--- config.mk ---
export PLATFORM = sky130hd
export DESIGN_NAME = div_share_sched
export DESIGN_NICKNAME = d
export VERILOG_FILES = /design/src/rtl/div_pkg.sv /design/src/rtl/rr_arb2.sv /design/src/rtl/div_share_sched.sv
export SDC_FILE = /design/constraint.sdc
export NUM_CORES = 1
export LEC_CHECK = 0
export CAP_MARGIN = 40
export CORE_MARGIN = 5
export CORE_UTILIZATION = 42
export DETAILED_ROUTE_END_ITERATION = 16
export GPL_ROUTABILITY_DRIVEN = 0
export PLACE_DENSITY = 0.78
export SLEW_MARGIN = 20
export SYNTH_ARGS = -nofsm -noshare
export SYNTH_HDL_FRONTEND = slang
export SYNTH_SLANG_ARGS = --single-unit
--- constraint.sdc ---
create_clock -name clk -period 2.7 [get_ports clk]
set_input_delay 0.81 -clock clk [delete_from_list [all_inputs] [get_ports clk]]
set_output_delay 0.81 -clock clk [all_outputs]
set_load 0.02 [all_outputs]
--- src/rtl/div_pkg.sv ---
// -----------------------------------------------------------------------------
// div_pkg
// Shared definitions for the div_share_sched divider-sharing scheduler:
//   - state_t : scheduler state encoding (IDLE/START/WAIT/DONE)
//   - DEF_WIDTH, DEF_TIMEOUT : default operand width and WAIT-state cycle limit
// -----------------------------------------------------------------------------
package div_pkg;

    typedef enum logic [1:0] {
        IDLE  = 2'b00,
        START = 2'b01,
        WAIT  = 2'b10,
        DONE  = 2'b11
    } state_t;

    localparam int DEF_WIDTH   = 8;
    localparam int DEF_TIMEOUT = 64;

endpackage

--- src/rtl/rr_arb2.sv ---
// -----------------------------------------------------------------------------
// rr_arb2
// Two-input round-robin picker, purely combinational.
// Ports:
//   eligible [1:0] in  : requesters that may be granted this cycle
//   rr             in  : requester that wins when both are eligible
//   grant    [1:0] out : one-hot grant (all zero when nobody is eligible)
// -----------------------------------------------------------------------------
module rr_arb2 (
    input  logic [1:0] eligible,
    input  logic       rr,
    output logic [1:0] grant
);

    always_comb begin
        // NOTE: every output gets a value before any branch, so no latch is inferred.
        grant = eligible;
        if (eligible == 2'b11) begin
            grant = rr ? 2'b10 : 2'b01;
        end
    end

endmodule

--- src/rtl/div_share_sched.sv ---
// -----------------------------------------------------------------------------
// div_share_sched
// Shares one divider datapath between two requesters. Single-cycle requests
// are captured into pending bits, arbitrated round-robin in IDLE, and the
// winner's operands are latched and handed to the divider with a one-cycle
// start strobe. The result (or a timeout error) is returned to the winner
// with a one-cycle done pulse.
//
// Optional feature (macro DIV_SHARE_ZERO_BYPASS_EN): a zero divisor skips the
// divider and completes immediately with quotient = all ones,
// remainder = dividend, err = 1.
//
// Ports:
//   clk, reset                 : clock (rising edge), async active-low reset
//   req0/req1                  : request pulses from requester 0/1
//   dividend0/1, divisor0/1    : operands, stable from request until done
//   done0/done1                : one-cycle result pulse to requester 0/1
//   quotient, remainder, err   : registered result, qualified by doneN
//   busy                       : scheduler is not in IDLE
//   div_start                  : one-cycle start strobe to the divider
//   div_dividend, div_divisor  : latched operands driven to the divider
//   div_valid, div_quotient,
//   div_remainder              : divider result handshake
// -----------------------------------------------------------------------------
module div_share_sched
    import div_pkg::*;
#(
    parameter int WIDTH   = DEF_WIDTH,
    parameter int TIMEOUT = DEF_TIMEOUT
) (
    input  logic             clk,
    input  logic             reset,
    input  logic             req0,
    input  logic             req1,
    input  logic [WIDTH-1:0] dividend0,
    input  logic [WIDTH-1:0] dividend1,
    input  logic [WIDTH-1:0] divisor0,
    input  logic [WIDTH-1:0] divisor1,
    output logic             done0,
    output logic             done1,
    output logic [WIDTH-1:0] quotient,
    output logic [WIDTH-1:0] remainder,
    output logic             err,
    output logic             busy,
    output logic             div_start,
    output logic [WIDTH-1:0] div_dividend,
    output logic [WIDTH-1:0] div_divisor,
    input  logic             div_valid,
    input  logic [WIDTH-1:0] div_quotient,
    input  logic [WIDTH-1:0] div_remainder
);

    localparam int               CNT_W    = $clog2(TIMEOUT + 1);
    localparam logic [CNT_W-1:0] CNT_LAST = CNT_W'(TIMEOUT - 1);

    state_t           r_state;
    state_t           w_state_nxt;
    logic [1:0]       r_pend;
    logic             r_rr;
    logic             r_owner;
    logic [CNT_W-1:0] r_cnt;
    logic [WIDTH-1:0] r_dividend;
    logic [WIDTH-1:0] r_divisor;
    logic [WIDTH-1:0] r_quot;
    logic [WIDTH-1:0] r_rem;
    logic             r_err;

    logic [1:0]       w_req;
    logic [1:0]       w_eligible;
    logic [1:0]       w_grant;
    logic [1:0]       w_take;
    logic [1:0]       w_serving;
    logic             w_grant_any;
    logic [WIDTH-1:0] w_sel_dividend;
    logic [WIDTH-1:0] w_sel_divisor;
    logic             w_zero_bypass;
    logic [CNT_W-1:0] w_cnt_inc;
    logic             w_timeout;

    // ---------------------------------------------------------------------
    // Arbitration: a request arriving in IDLE is eligible in the same cycle.
    // ---------------------------------------------------------------------
    assign w_req      = {req1, req0};
    assign w_eligible = r_pend | w_req;

    rr_arb2 u_arb (
        .eligible (w_eligible),
        .rr       (r_rr),
        .grant    (w_grant)
    );

    assign w_grant_any    = (r_state == IDLE) && (|w_grant);
    assign w_take         = (r_state == IDLE) ? w_grant : 2'b00;
    // The owner is "being served" from grant until the DONE cycle inclusive.
    assign w_serving      = busy ? {r_owner, ~r_owner} : 2'b00;
    assign w_sel_dividend = w_grant[1] ? dividend1 : dividend0;
    assign w_sel_divisor  = w_grant[1] ? divisor1  : divisor0;

`ifdef DIV_SHARE_ZERO_BYPASS_EN
    assign w_zero_bypass = (w_sel_divisor == '0);
`else
    assign w_zero_bypass = 1'b0;
`endif

    // The counter holds k-1 in the k-th WAIT cycle; aborting when the
    // incremented value reaches TIMEOUT-1 lands DONE exactly TIMEOUT cycles
    // after START (with at least one WAIT cycle for TIMEOUT=1).
    assign w_cnt_inc = r_cnt + CNT_W'(1);
    assign w_timeout = (w_cnt_inc >= CNT_LAST);

    // ---------------------------------------------------------------------
    // FSM
    // ---------------------------------------------------------------------
    always_ff @(posedge clk or negedge reset) begin
        // NOTE: flops use non-blocking assignments so every register samples pre-edge values.
        if (!reset) begin
            r_state <= IDLE;
        end else begin
            r_state <= w_state_nxt;
        end
    end

    always_comb begin
        w_state_nxt = r_state;
        case (r_state)
            IDLE: begin
                if (w_grant_any) begin
                    w_state_nxt = w_zero_bypass ? DONE : START;
                end
            end
            START: w_state_nxt = WAIT;
            WAIT: begin
                if (div_valid || w_timeout) begin
                    w_state_nxt = DONE;
                end
            end
            DONE:    w_state_nxt = IDLE;
            default: w_state_nxt = IDLE;
        endcase
    end

    // ---------------------------------------------------------------------
    // Pending request bits: one slot per requester, no deeper queueing.
    // ---------------------------------------------------------------------
    always_ff @(posedge clk or negedge reset) begin
        if (!reset) begin
            r_pend <= 2'b00;
        end else begin
            for (int i = 0; i < 2; i++) begin
                if (w_take[i]) begin
                    r_pend[i] <= 1'b0;
                end else if (w_req[i] && !w_serving[i]) begin
                    r_pend[i] <= 1'b1;
                end
            end
        end
    end

    // ---------------------------------------------------------------------
    // Operand, result, owner, round-robin pointer and timeout counter.
    // ---------------------------------------------------------------------
    always_ff @(posedge clk or negedge reset) begin
        if (!reset) begin
            r_owner    <= 1'b0;
            r_rr       <= 1'b0;
            r_cnt      <= '0;
            r_dividend <= '0;
            r_divisor  <= '0;
            r_quot     <= '0;
            r_rem      <= '0;
            r_err      <= 1'b0;
        end else begin
            case (r_state)
                IDLE: begin
                    if (w_grant_any) begin
                        r_owner    <= w_grant[1];
                        r_dividend <= w_sel_dividend;
                        r_divisor  <= w_sel_divisor;
                        if (w_zero_bypass) begin
                            r_quot <= '1;
                            r_rem  <= w_sel_dividend;
                            r_err  <= 1'b1;
                        end
                    end
                end
                START: r_cnt <= '0;
                WAIT: begin
                    r_cnt <= w_cnt_inc;
                    // A divider result arriving on the timeout cycle still wins.
                    if (div_valid) begin
                        r_quot <= div_quotient;
                        r_rem  <= div_remainder;
                        r_err  <= 1'b0;
                    end else if (w_timeout) begin
                        r_quot <= '0;
                        r_rem  <= '0;
                        r_err  <= 1'b1;
                    end
                end
                DONE:    r_rr <= ~r_owner;
                default: ;
            endcase
        end
    end

    // ---------------------------------------------------------------------
    // Outputs
    // ---------------------------------------------------------------------
    assign busy         = (r_state != IDLE);
    assign div_start    = (r_state == START);
    assign done0        = (r_state == DONE) && !r_owner;
    assign done1        = (r_state == DONE) &&  r_owner;
    assign quotient     = r_quot;
    assign remainder    = r_rem;
    assign err          = r_err;
    assign div_dividend = r_dividend;
    assign div_divisor  = r_divisor;

endmodule

-- Yosys cells after proc, flatten, opt, wreduce, memory -nomap -nowiden
Cells that the tools add are included.
- mux-type cells: 19
- order comparisons: 1
- $add $sub $neg: 1
- bitwise operators: 2
- reductions and logical operators: 19
- equal/unequal tests: 6
- operators by type and width (operator ; number):
    $mux 8 ; 5
    $pmux 7 s2 ; 1
    $mux 2 ; 6
    $reduce_bool 2->1 ; 5
    $pmux 2 s4 ; 1
    $add 7x1->7 const B ; 1
    $ge 7x6->1 const B ; 1
    $eq 2x2->1 const B ; 3
    $mux 1 ; 6
    $reduce_and 2->1 ; 3
    $logic_and 1x1->1 ; 5
    $ne 2x2->1 const B ; 2
    $logic_not 1->1 ; 3
    $eq 2x1->1 const B ; 1
    $logic_not 2->1 ; 1
    $or 2x2->2 ; 1
    $reduce_or 2->1 ; 1
    $logic_or 1x1->1 ; 1
    $not 1->1 ; 1
- register bits after elaboration: 46
- logic and storage cells: 59
- output and inout port bits: 37
- input port bits: 53

-- Logic depth before layout (Yosys ltp)
- depth after elaboration: 7
- gate-level depth with buffers: 8
- gate-level depth less buffers: 7

-- By module
From an unflattened synthesis, not the netlist that was laid out.
- cells, all modules: 192
- area total of the unflattened synthesis: 2149.6 sq um
- modules (own cells, without submodules) (module ; cells an instance ; area each (sq um) ; sequential area each (sq um) ; times used):
    div_share_sched ; 189 ; 2130.8 ; 1151.1 ; 1
    rr_arb2 ; 3 ; 18.8 ; 0.0 ; 1

-- Worst setup path before layout
OpenSTA, ideal clock, no wires.
- path type: input -> register
- start point: input port req0
- end point: register r_dividend[5], in the netlist div_dividend[5]
- slack: 0.642 ns
- path buffers: 2
- stages on the path: 6
- setup time: 0.135 ns
- arrival: 1.923 ns
- data required time: 2.565 ns
- cell sequence: nor2_1 o22ai_1 buf_1 buf_2 mux2i_1 o21ai_0
- cells in the longest elaborated chain, start to end: 6
- elaborated cells on any way between the ends: 7
- classes of those cells: 1 x eq/ne; 2 x mux; 1 x bitwise; 3 x reduce/logical
- ends and longest elaborated chain (item ; RTL line ; RTL):
    start: declaration ; div_share_sched.sv:33 ; input logic req0,
    $or 2x2->2 (*) ; div_share_sched.sv:84 ; assign w_eligible = r_pend | w_req;
    $eq 2x2->1 ; rr_arb2.sv:18 ; if (eligible == 2'b11) begin
    $mux 2 (*) ; rr_arb2.sv:18 ;
    $reduce_or 2->1 ; div_share_sched.sv:92 ; assign w_grant_any = (r_state == IDLE) && (|w_grant);
    $logic_and 1x1->1 ; div_share_sched.sv:92 ;
    $reduce_and 2->1 (no line) ; - ;
    end signal: assignment ; div_share_sched.sv:177 ; r_dividend <= w_sel_dividend;
    end: declaration ; div_share_sched.sv:62 ; logic [WIDTH-1:0] r_dividend;
Every way passes the cells marked *; elsewhere a longest branch is shown, timed or not.
A chain may end at the register's enable or synchronous reset.

-- Worst setup path in the final report
- start point: register r_state[1]
- end point: output port done1
- cells in the longest elaborated chain, start to end: 2
- ends and longest elaborated chain (item ; RTL line ; RTL):
    start: declaration ; div_share_sched.sv:56 ; state_t r_state;
    start signal: assignment ; div_share_sched.sv:119 ; r_state <= w_state_nxt;
    $eq 2x2->1 ; div_share_sched.sv:212 ; assign done1 = (r_state == DONE) && r_owner;
    $logic_and 1x1->1 ; div_share_sched.sv:212 ;
    end: declaration ; div_share_sched.sv:40 ; output logic done1,
Every way passes these cells.

==> impl_metrics.py <==
metrics = {
    "status": {
        "status": "finished clean",
    },
    "global_route": {
        "grt_pass1_wl_um": 8320,
        "antenna_found_initial": 0,
        "grt_overflow_total": 0,
        "grt_max_degree": 33,
        "grt_pass1_vias": 1835,
        "track_usage_pct": 16.3,
    },
    "critical_path": {
        "crit_type": "flip-flop to primary output",
        "worstPathMaxFanout": 4,
        "crit_chain": "ha_1 > and2_1 > clkdlybuf4s50_1",
        "ff2ff_setup_slack_ps": 400,
        "cp-start-kind": "flip-flop",
        "critPathSlowestCell": "clkdlybuf4s50_1",
        "setup.worst_path.end_class": "primary output",
        "slowest_delay_ps": 610,
        "cp.arrival_ps": 1670,
        "cp.required_ps": 1890,
    },
    "sta": {
        "fmax_mhz": 404,
        "tightest_slew_ps": 636,
        "slew_violations": 0,
        "hold_violations": 0,
        "clock_skew_ps": 12.2,
        "period_minus_slack_ps": 2480,
        "tns_ps": 0,
        "fin_crit_sh_pct": 91.7,
        "setup_viol": 0,
        "rsz0062_at_grt": "no",
        "max_slew_margin_pct": 57.6,
    },
    "clock_tree": {
        "cts.path.max_buffers": 2,
        "cts.reportedPaths.clkPinSlew_ps": 90,
        "cts_tree": "built",
        "cts_sinks": 46,
        "ctsHoldBuffers": 0,
        "cts_root_buf": "clkbuf_8",
        "clk_latency_ps": 290,
        "htree_levels": 2,
        "cts_buffers": 5,
        "cts_setup_buffers": 0,
    },
    "yosys": {
        "ys_types": 34,
        "yosysSeqAreaShare_pct": 54.0,
        "synth_nets": 251,
        "synth.top_cells.by_area": "dfrtp_1 (54%), mux2i_1 (8.0%), o21ai_0 (5.6%), a22o_1 (4.1%), nand2_1 (4.1%)",
        "post_synth_mux_area_share_pct": 9.04,
        "syn_inst": 192,
        "async_flop_share_pct": 100,
        "yosys_warnings": 0,
        "yosys.area_share.simple_pct": 9.45,
        "synth_area_per_cell_um2": 11.1,
        "synth_compound_area_share_pct": 18.6,
        "synth_edf_count": 0,
        "netlist.area_leader.share_pct": 54.0,
        "syn_area_um2": 2130,
        "yosys.area_share.adder_pct": 3.52,
        "yosysTopAreaCell": "dfrtp_1",
        "synth_top_family_by_area": "compound AO/OA/AOI/OAI gates",
        "synth_xor_area_share_pct": 1.23,
        "synth_flop_cell": "dfrtp_1",
        "ys_ff_latch": 46,
    },
    "die": {
        "num_rows": 26,
        "fp.dieArea_um2": 6600,
        "die_y_um": 81.2,
        "start_util_pct": 42.5,
        "io_pins": 90,
        "die_x_um": 81.2,
        "design.core.area_um2": 5010,
    },
    "hold_path": {
        "hp-class": "flip-flop to flip-flop",
    },
    "run": {
        "cap_violations": 0,
    },
    "power_and_ir_drop": {
        "ir_drop_uv": 475,
        "power_density_nw_per_um2": 1080,
        "p_leak_nw": 1.40,
    },
    "placement": {
        "port_buffers": 89,
        "hpwl_um": 4030,
        "dp_cells": 347,
    },
    "cells_and_area": {
        "layout-drive-gt1-share_pct": 8.77,
        "fin_util_pct": 63.7,
        "fin_cells": 355,
        "num_antenna_cells": 0,
        "syn2layout_area_growth_pct": 49.7,
        "nFillCells": 426,
        "finalNetCount": 343,
    },
    "drt": {
        "drc": 0,
        "num_vias": 1752,
        "drt_iter0_drc": 50,
        "drtAntennaViolNets": 0,
        "vias_per_cell": 4.94,
        "wire_per_inst_um": 14.7,
        "routed_wl_um": 5200,
        "dr.pass1.iters": 4,
    },
}
per-stage QoR:
stage	worst slack [ps]	hold WS [ps]	power, mW	instance area [um^2]
after floorplan	642	465	2.25	2130
after global placement	407	462	3.00	3100
after detailed placement	375	470	3.06	3100
after CTS	57.5	490	3.50	3190
after global routing	96.5	510	3.69	3190
final	224	483	3.46	3190
placed cells by master (no fill, tap or decap), drive strengths merged:
cell	instances
a22o	16
nand2	24
clkbuf	7
o41ai	1
nor2b	1
nor2	9
and2	2
o21a	2
o22a	1
o21ai	24
nand3b	1
a21oi	4
ha	6
nor3b	1
o31ai	1
mux2i	17
dlymetal6s2s	1
o22ai	3
mux2	2
buf	6
or3	1
a22oi	1
clkinv	1
inv	10
xnor2	2
nand3	6
xor2	1
clkdlybuf4s50	87
dfrtp	46
a2111oi	1
synthesized netlist by cell type (2+ instances only):
cell type	n
ha_1	6
a22o_1	10
o21a_1	2
clkbuf_1	4
a21oi_1	4
nand3_1	6
inv_1	10
xnor2_1	2
a22o_2	6
and2_1	2
o22ai_1	3
nand2_1	23
dfrtp_1	46
o21ai_0	24
nor2_1	9
mux2i_1	17
power by group:
| part | switching, mW | internal (mW) |
|---|---|---|
| Clock | 0.223 | 0.207 |
| Sequential | 0.193 | 0.983 |
| Combinational | 0.955 | 0.894 |
| Total | 1.37 | 2.08 |
what timing repair did:
item,4_1_cts,5_1_grt
gates resized for setup,0,1
endpoints found under the setup margin,0,1
endpoints found under the hold margin,0,0
routing by layer:
metal  wire, um  share of wire [%]  vias up  track usage [%]
met2       2580                 50       61             28.6
li1           -                  -      859                -
met1       2110                 40      826             18.3
met4         44               0.85        0             4.73
met5          0                  0        -                0
met3        477                9.2        6             6.43
cells by family (layout without fill, tap and decap cells):
| family | after synthesis | in the layout |
|---|---|---|
| AO/OA/AOI/OAI | 54 | 54 |
| buffers and inverters | 19 | 112 |
| flip-flops | 46 | 46 |
| adder cells (fa/ha/maj) | 6 | 6 |
| AND/OR/NAND/NOR | 45 | 45 |
| XOR/XNOR | 3 | 3 |
| multiplexers | 19 | 19 |
sequential cells by signal, summed over array words and instances (netlist names):
name / count
r_owner: 1
div_divisor: 8
quotient: 8
div_dividend: 8
r_state: 2
r_cnt: 7
err: 1
r_rr: 1
r_pend: 2
remainder: 8
critical path, delay by kind of cell (launching register included):
kind                     cells  cell delay [ps]
adder cells (fa/ha/maj)      1              210
flip-flops                   1              400
buffers and inverters        1              610
AND/OR/NAND/NOR              1              150
layout make-up:
class / count / area (um^2) / area share (%)
clock inverter: 1 / 5.00 / 0.157
tap: 70 / 87.6 / 2.75
timing repair buffer: 94 / 926 / 29.0
inverter: 10 / 37.5 / 1.18
multi-input combinational: 127 / 897 / 28.1
sequential: 46 / 1150 / 36.1
clock buffer: 7 / 86.3 / 2.71
worst paths after layout:
path | to | cells after the start | from
hold reg to reg | div_dividend[6] | 2 | div_dividend[6]
min in group asynchronous | r_cnt[5] | 1 | reset
setup reg to reg | r_state[1] | 7 | r_cnt[0]
setup / recovery | done1 | 3 | r_state[1]
hold / removal | div_dividend[6] | 2 | div_dividend[6]
max in group asynchronous | div_divisor[4] | 2 | reset
No activity file was read; power rests on OpenSTA's default activity.
